<file path="config.mk">
export PLATFORM = sky130hd
export DESIGN_NAME = fact_engine
export DESIGN_NICKNAME = d
export VERILOG_FILES = /design/src/rtl/fact_engine.sv
export SDC_FILE = /design/constraint.sdc
export NUM_CORES = 1
export LEC_CHECK = 0
export ABC_AREA = 1
export BUFFER_PORTS_ARGS = -buffer_cell sky130_fd_sc_hd__buf_4
export CAP_MARGIN = 15
export CORE_UTILIZATION = 44
export CTS_BUF_LIST = sky130_fd_sc_hd__clkbuf_2
export DETAILED_ROUTE_END_ITERATION = 7
export PLACE_DENSITY = 0.69
export SLEW_MARGIN = 20
export SYNTH_ARGS = -nofsm -noshare
export SYNTH_HDL_FRONTEND = slang
export SYNTH_SLANG_ARGS = --single-unit
export TNS_END_PERCENT = 50
</file>
<file path="constraint.sdc">
create_clock -name clk -period 4.1 [get_ports clk]
set_input_delay 0 -clock clk [delete_from_list [all_inputs] [get_ports clk]]
set_output_delay 0 -clock clk [all_outputs]
set_load 0.03 [all_outputs]
</file>
<file path="src/rtl/fact_engine.sv">
//------------------------------------------------------------------------------
// Module   : fact_engine
// Brief    : Iterative n! engine; control FSM and multiply/decrement datapath.
// Revision : 1.0 - initial release
//------------------------------------------------------------------------------
`default_nettype none

module fact_engine #(
  parameter int N_WIDTH   = 4,
  parameter int RES_WIDTH = 32,
  parameter int MAX_N     = 12
) (
  input  logic                 clk,
  input  logic                 reset,
  input  logic                 go,
  input  logic [N_WIDTH-1:0]   n,
  output logic                 busy,
  output logic                 done,
  output logic                 error,
  output logic [RES_WIDTH-1:0] result,
  output logic [2:0]           state
);

  localparam logic [2:0] c_idle  = 3'd0;
  localparam logic [2:0] c_check = 3'd1;
  localparam logic [2:0] c_err   = 3'd2;
  localparam logic [2:0] c_test  = 3'd3;
  localparam logic [2:0] c_mult  = 3'd4;
  localparam logic [2:0] c_done  = 3'd5;

  localparam int         c_pw    = RES_WIDTH + N_WIDTH;
  localparam logic [31:0] c_max  = MAX_N;

  logic [2:0]           r_state;
  logic [N_WIDTH-1:0]   r_n;
  logic [N_WIDTH-1:0]   r_cnt;
  logic [RES_WIDTH-1:0] r_acc;
  logic [RES_WIDTH-1:0] r_result;

  logic [c_pw-1:0]      w_prod;
  logic                 w_ovf;
  logic                 w_range_err;

  // Full-width product so any carry out of the accumulator is visible.
  assign w_prod      = {{N_WIDTH{1'b0}}, r_acc} * {{RES_WIDTH{1'b0}}, r_cnt};
  assign w_ovf       = |w_prod[c_pw-1:RES_WIDTH];
  assign w_range_err = {{(32-N_WIDTH){1'b0}}, r_n} > c_max;

  always_ff @(posedge clk or posedge reset) begin
    if (reset) begin
      r_state  <= c_idle;
      r_n      <= '0;
      r_cnt    <= '0;
      r_acc    <= '0;
      r_result <= '0;
    end else begin
      case (r_state)
        c_idle: begin
          if (go) begin
            r_n      <= n;
            r_result <= '0;
            r_state  <= c_check;
          end
        end
        c_check: begin
          if (w_range_err) begin
            r_state <= c_err;
          end else begin
            r_cnt   <= r_n;
            r_acc   <= RES_WIDTH'(1);
            r_state <= c_test;
          end
        end
        c_test: begin
          if (r_cnt > N_WIDTH'(1)) begin
            r_state <= c_mult;
          end else begin
            r_result <= r_acc;
            r_state  <= c_done;
          end
        end
        c_mult: begin
          if (w_ovf) begin
            r_state <= c_err;
          end else begin
            r_acc   <= w_prod[RES_WIDTH-1:0];
            r_cnt   <= r_cnt - N_WIDTH'(1);
            r_state <= c_test;
          end
        end
        c_done: r_state <= c_idle;
        c_err: begin
          r_result <= '0;
          r_state  <= c_idle;
        end
        default: r_state <= c_idle;
      endcase
    end
  end

  // Status outputs come from the state register alone.
  assign busy   = (r_state != c_idle);
  assign done   = (r_state == c_done);
  assign error  = (r_state == c_err);
  assign result = r_result;
  assign state  = r_state;

endmodule

`default_nettype wire

</file>
==> impl_metrics.env <==
export IMPL_min_path_type="in -> async"
export IMPL_skew_ns=0.0423
export IMPL_synth_edf_count=0
export IMPL_crit_chain="buf_12 > nand2_1 > fa_1 > inv_1 > fa_1 > inv_1 > fa_2 > nor2_2 > o21ai_2 > nand2_2 > nand2_2 > nand2_2 > nand2_2 > nand3_1 > nand2_1 > nor2_2 > nand3_4 > nand2_8 > clkbuf_16 > nand2_1 > nand2_1"
export IMPL_clk_pin_slew_ns=0.23
export IMPL_root_buffer="clkbuf_2"
export IMPL_start_util_pct=45.1
export IMPL_clock_sinks=75
export IMPL_critPathSlowestCell="fa_1"
export IMPL_area_delta_synth_final_pct=24.3
export IMPL_power_leakage_nw=5.61
export IMPL_synth_seq_cells=75
export IMPL_slew_violations=0
export IMPL_powerDensity_nw_per_um2=298
export IMPL_end_kind="register"
export IMPL_final_layout_size_suffix_gt1_share_pct=19.4
export IMPL_routedWlPerCell_um=14.6
export IMPL_cp_slowest_stage_delay_ns=0.57
export IMPL_yosysSeqAreaShare_pct=24.0
export IMPL_clockBufferDepth=2
export IMPL_syn_nets=1294
export IMPL_cap_violations=0
export IMPL_via_count=7381
export IMPL_slew_headroom_pct=25.5
export IMPL_drc=0
export IMPL_die_area_um2=18300
export IMPL_fin_nets=1365
export IMPL_period_minus_slack_ns=4.02
export IMPL_synth_main_ff_cell="dfrtp_1"
export IMPL_path_buf_inv=4
export IMPL_status="finished clean"
export IMPL_grt_pass1_vias=7091
export IMPL_place_ws_ns=0.0499
export IMPL_worst_pin_slew_ns=1.11
export IMPL_worstPathArrival_ns=4.59
export IMPL_via_per_inst=4.97
export IMPL_fin_ws_ns=0.0790
export IMPL_utilization_pct=56.1
export IMPL_crit_family="adder cells"
export IMPL_insertion_delay_ns=0.64
export IMPL_ys_top_cells_by_area="dfrtp_1 (24%), nand2_1 (18%), fa_1 (15%)"
export IMPL_pin_count=45
export IMPL_max_freq_mhz=249
export IMPL_vdd_drop_max_uv=582
export IMPL_cts_tree="yes"
export IMPL_grt_overflow_total=0
export IMPL_antenna_found_initial=1
export IMPL_synth_most_common_cell="nand2_1"
export IMPL_cts_max_level=3
export IMPL_synth_area_um2=7830
export IMPL_grt_pass1_wl_um=34100
export IMPL_ant_nets=0
export IMPL_finalCritPeriodShare_pct=98.1
export IMPL_setup_viol=0
export IMPL_grtUsageTotal_pct=23.7
export IMPL_rsz0062_at_grt="yes"
export IMPL_required_ns=4.67
export IMPL_syn_mean_instance_area_um2=6.60
export IMPL_place_congestion=0.910
export IMPL_netlist_area_leader_share_pct=24.0
export IMPL_p_total_mw=2.90
export IMPL_synthCells=1185
export IMPL_core_um2=17400
export IMPL_drt_total_wl_um=21600
export IMPL_cts_made_buffers=9
export IMPL_die_y_um=135
export IMPL_grt_max_degree=43
export IMPL_io_buffers=44
export IMPL_dr_pass1_iters=5
export IMPL_critPathKind="reg -> reg"
export IMPL_worstPathMaxFanout=14
export IMPL_row_count=48
export IMPL_yosysTopAreaCell="dfrtp_1"
export IMPL_yosys_warnings=0
export IMPL_synthArstFlopShare_pct=100
export IMPL_die_w_um=135
export IMPL_hold_viol=0
export IMPL_synth_common_cells="nand2_1 (374), inv_1 (304), dfrtp_1 (75), nor2_1 (63), o21ai_0 (61)"
export IMPL_place_hpwl_um=14800
export IMPL_synth_cell_types=36
export IMPL_worst_setup_path_start_kind="register"
export IMPL_drt_iter0_drc=528
==> metrics by stage <==
stage               cell area, um2  setup TNS, ns  std cells  hold slack [ns]
finish                        9730              0       1485           0.0263
global route                  9730          -2.65       1485           0.0688
CTS                           8690        -0.0147       1464           0.0384
detailed placement            8500              0       1440            0.192
global placement              8500              0       1440            0.180
floorplan                     7830              0       1185            0.150
==> power by group <==
| group | total, mW | internal [mW] | switching (mW) |
|---|---|---|---|
| Combinational | 1.56 | 0.587 | 0.976 |
| Clock | 0.427 | 0.133 | 0.294 |
| Sequential | 0.907 | 0.814 | 0.0931 |
==> path summary, 6_finish.rpt <==
| kind | slack (ns) | endpoint | startpoint | depth (start not counted) |
|---|---|---|---|---|
| min in group clk | 0.22 | state[0] | go | 6 |
| max reg2reg | 0.08 | r_cnt[3] | r_cnt[3] | 21 |
| min reg2reg | 0.55 | result[18] | result[18] | 2 |
| min | 0.03 | r_acc[2] | reset | 3 |
| max | 0.08 | r_cnt[3] | r_cnt[3] | 21 |
| max in group asynchronous | 3.08 | r_acc[14] | reset | 4 |
==> state kept, by name, summed over array words and instances, names as in the netlist <==
signal  count
state       3
r_cnt       4
r_acc      32
result     32
r_n         4
==> cells by family (layout without fill, tap and decap cells) <==
group	Yosys count	in the layout	share of synthesized area, %
multiplexers	4	4	0.575
adder cells (fa/ha/maj)	102	102	22.1
buffers and inverters	343	417	16.8
other	0	1	0
AND/OR/NAND/NOR	522	522	26.8
XOR/XNOR	7	7	0.783
AO/OA/AOI/OAI	132	132	9.02
flip-flops	75	75	24.0
==> per-layer routing <==
metal | wire length [um] | vias to the layer above | track usage [%] | part of all wire [%]
met5 | 0 | - | 0 | 0
met4 | 395 | 0 | 7.37 | 1.8
met3 | 728 | 32 | 2.62 | 3.4
met2 | 10400 | 171 | 39.5 | 48
met1 | 10100 | 3534 | 32.2 | 47
li1 | - | 3644 | - | -
==> worst register-to-register path, delay by kind of cell, from the launching register on <==
kind                     cells  cell delay, ns
buffers and inverters        4            0.53
adder cells (fa/ha/maj)      3            1.55
flip-flops                   1            0.56
AND/OR/NAND/NOR             13            1.27
AO/OA/AOI/OAI                1            0.07
==> cell type report <==
| class | instances | area [um2] |
|---|---|---|
| Antenna cell | 1 | 2.50 |
| Clock buffer | 10 | 50.0 |
| Clock inverter | 4 | 43.8 |
| Fill cell | 1601 | 7620 |
| Inverter | 307 | 1150 |
| Multi-Input combinational cell | 767 | 5390 |
| Sequential cell | 75 | 1880 |
| Tap cell | 225 | 282 |
| Timing Repair Buffer | 96 | 933 |
==> cell usage in the layout, fill, tap and decap left out, types with 12 or more instances in the layout <==
| cell type | n |
|---|---|
| nand2_1 | 332 |
| inv_1 | 293 |
| dfrtp_1 | 73 |
| buf_4 | 67 |
| fa_1 | 59 |
| o21ai_0 | 58 |
| nand3_1 | 54 |
| nor2_1 | 50 |
| nand2_2 | 36 |
| a21oi_1 | 33 |
| ha_4 | 27 |
| a21oi_2 | 18 |
| ha_1 | 15 |
| inv_2 | 12 |
==> timing repair <==
item,in CTS,in global routing
buffers inserted,0,16
setup endpoints to repair,2,37
gates resized for setup,1,176
endpoints found under the hold margin,46,0
hold buffers,10,0
cloned,0,4
pin swaps,0,38
Power figures use the tool's default switching activity.
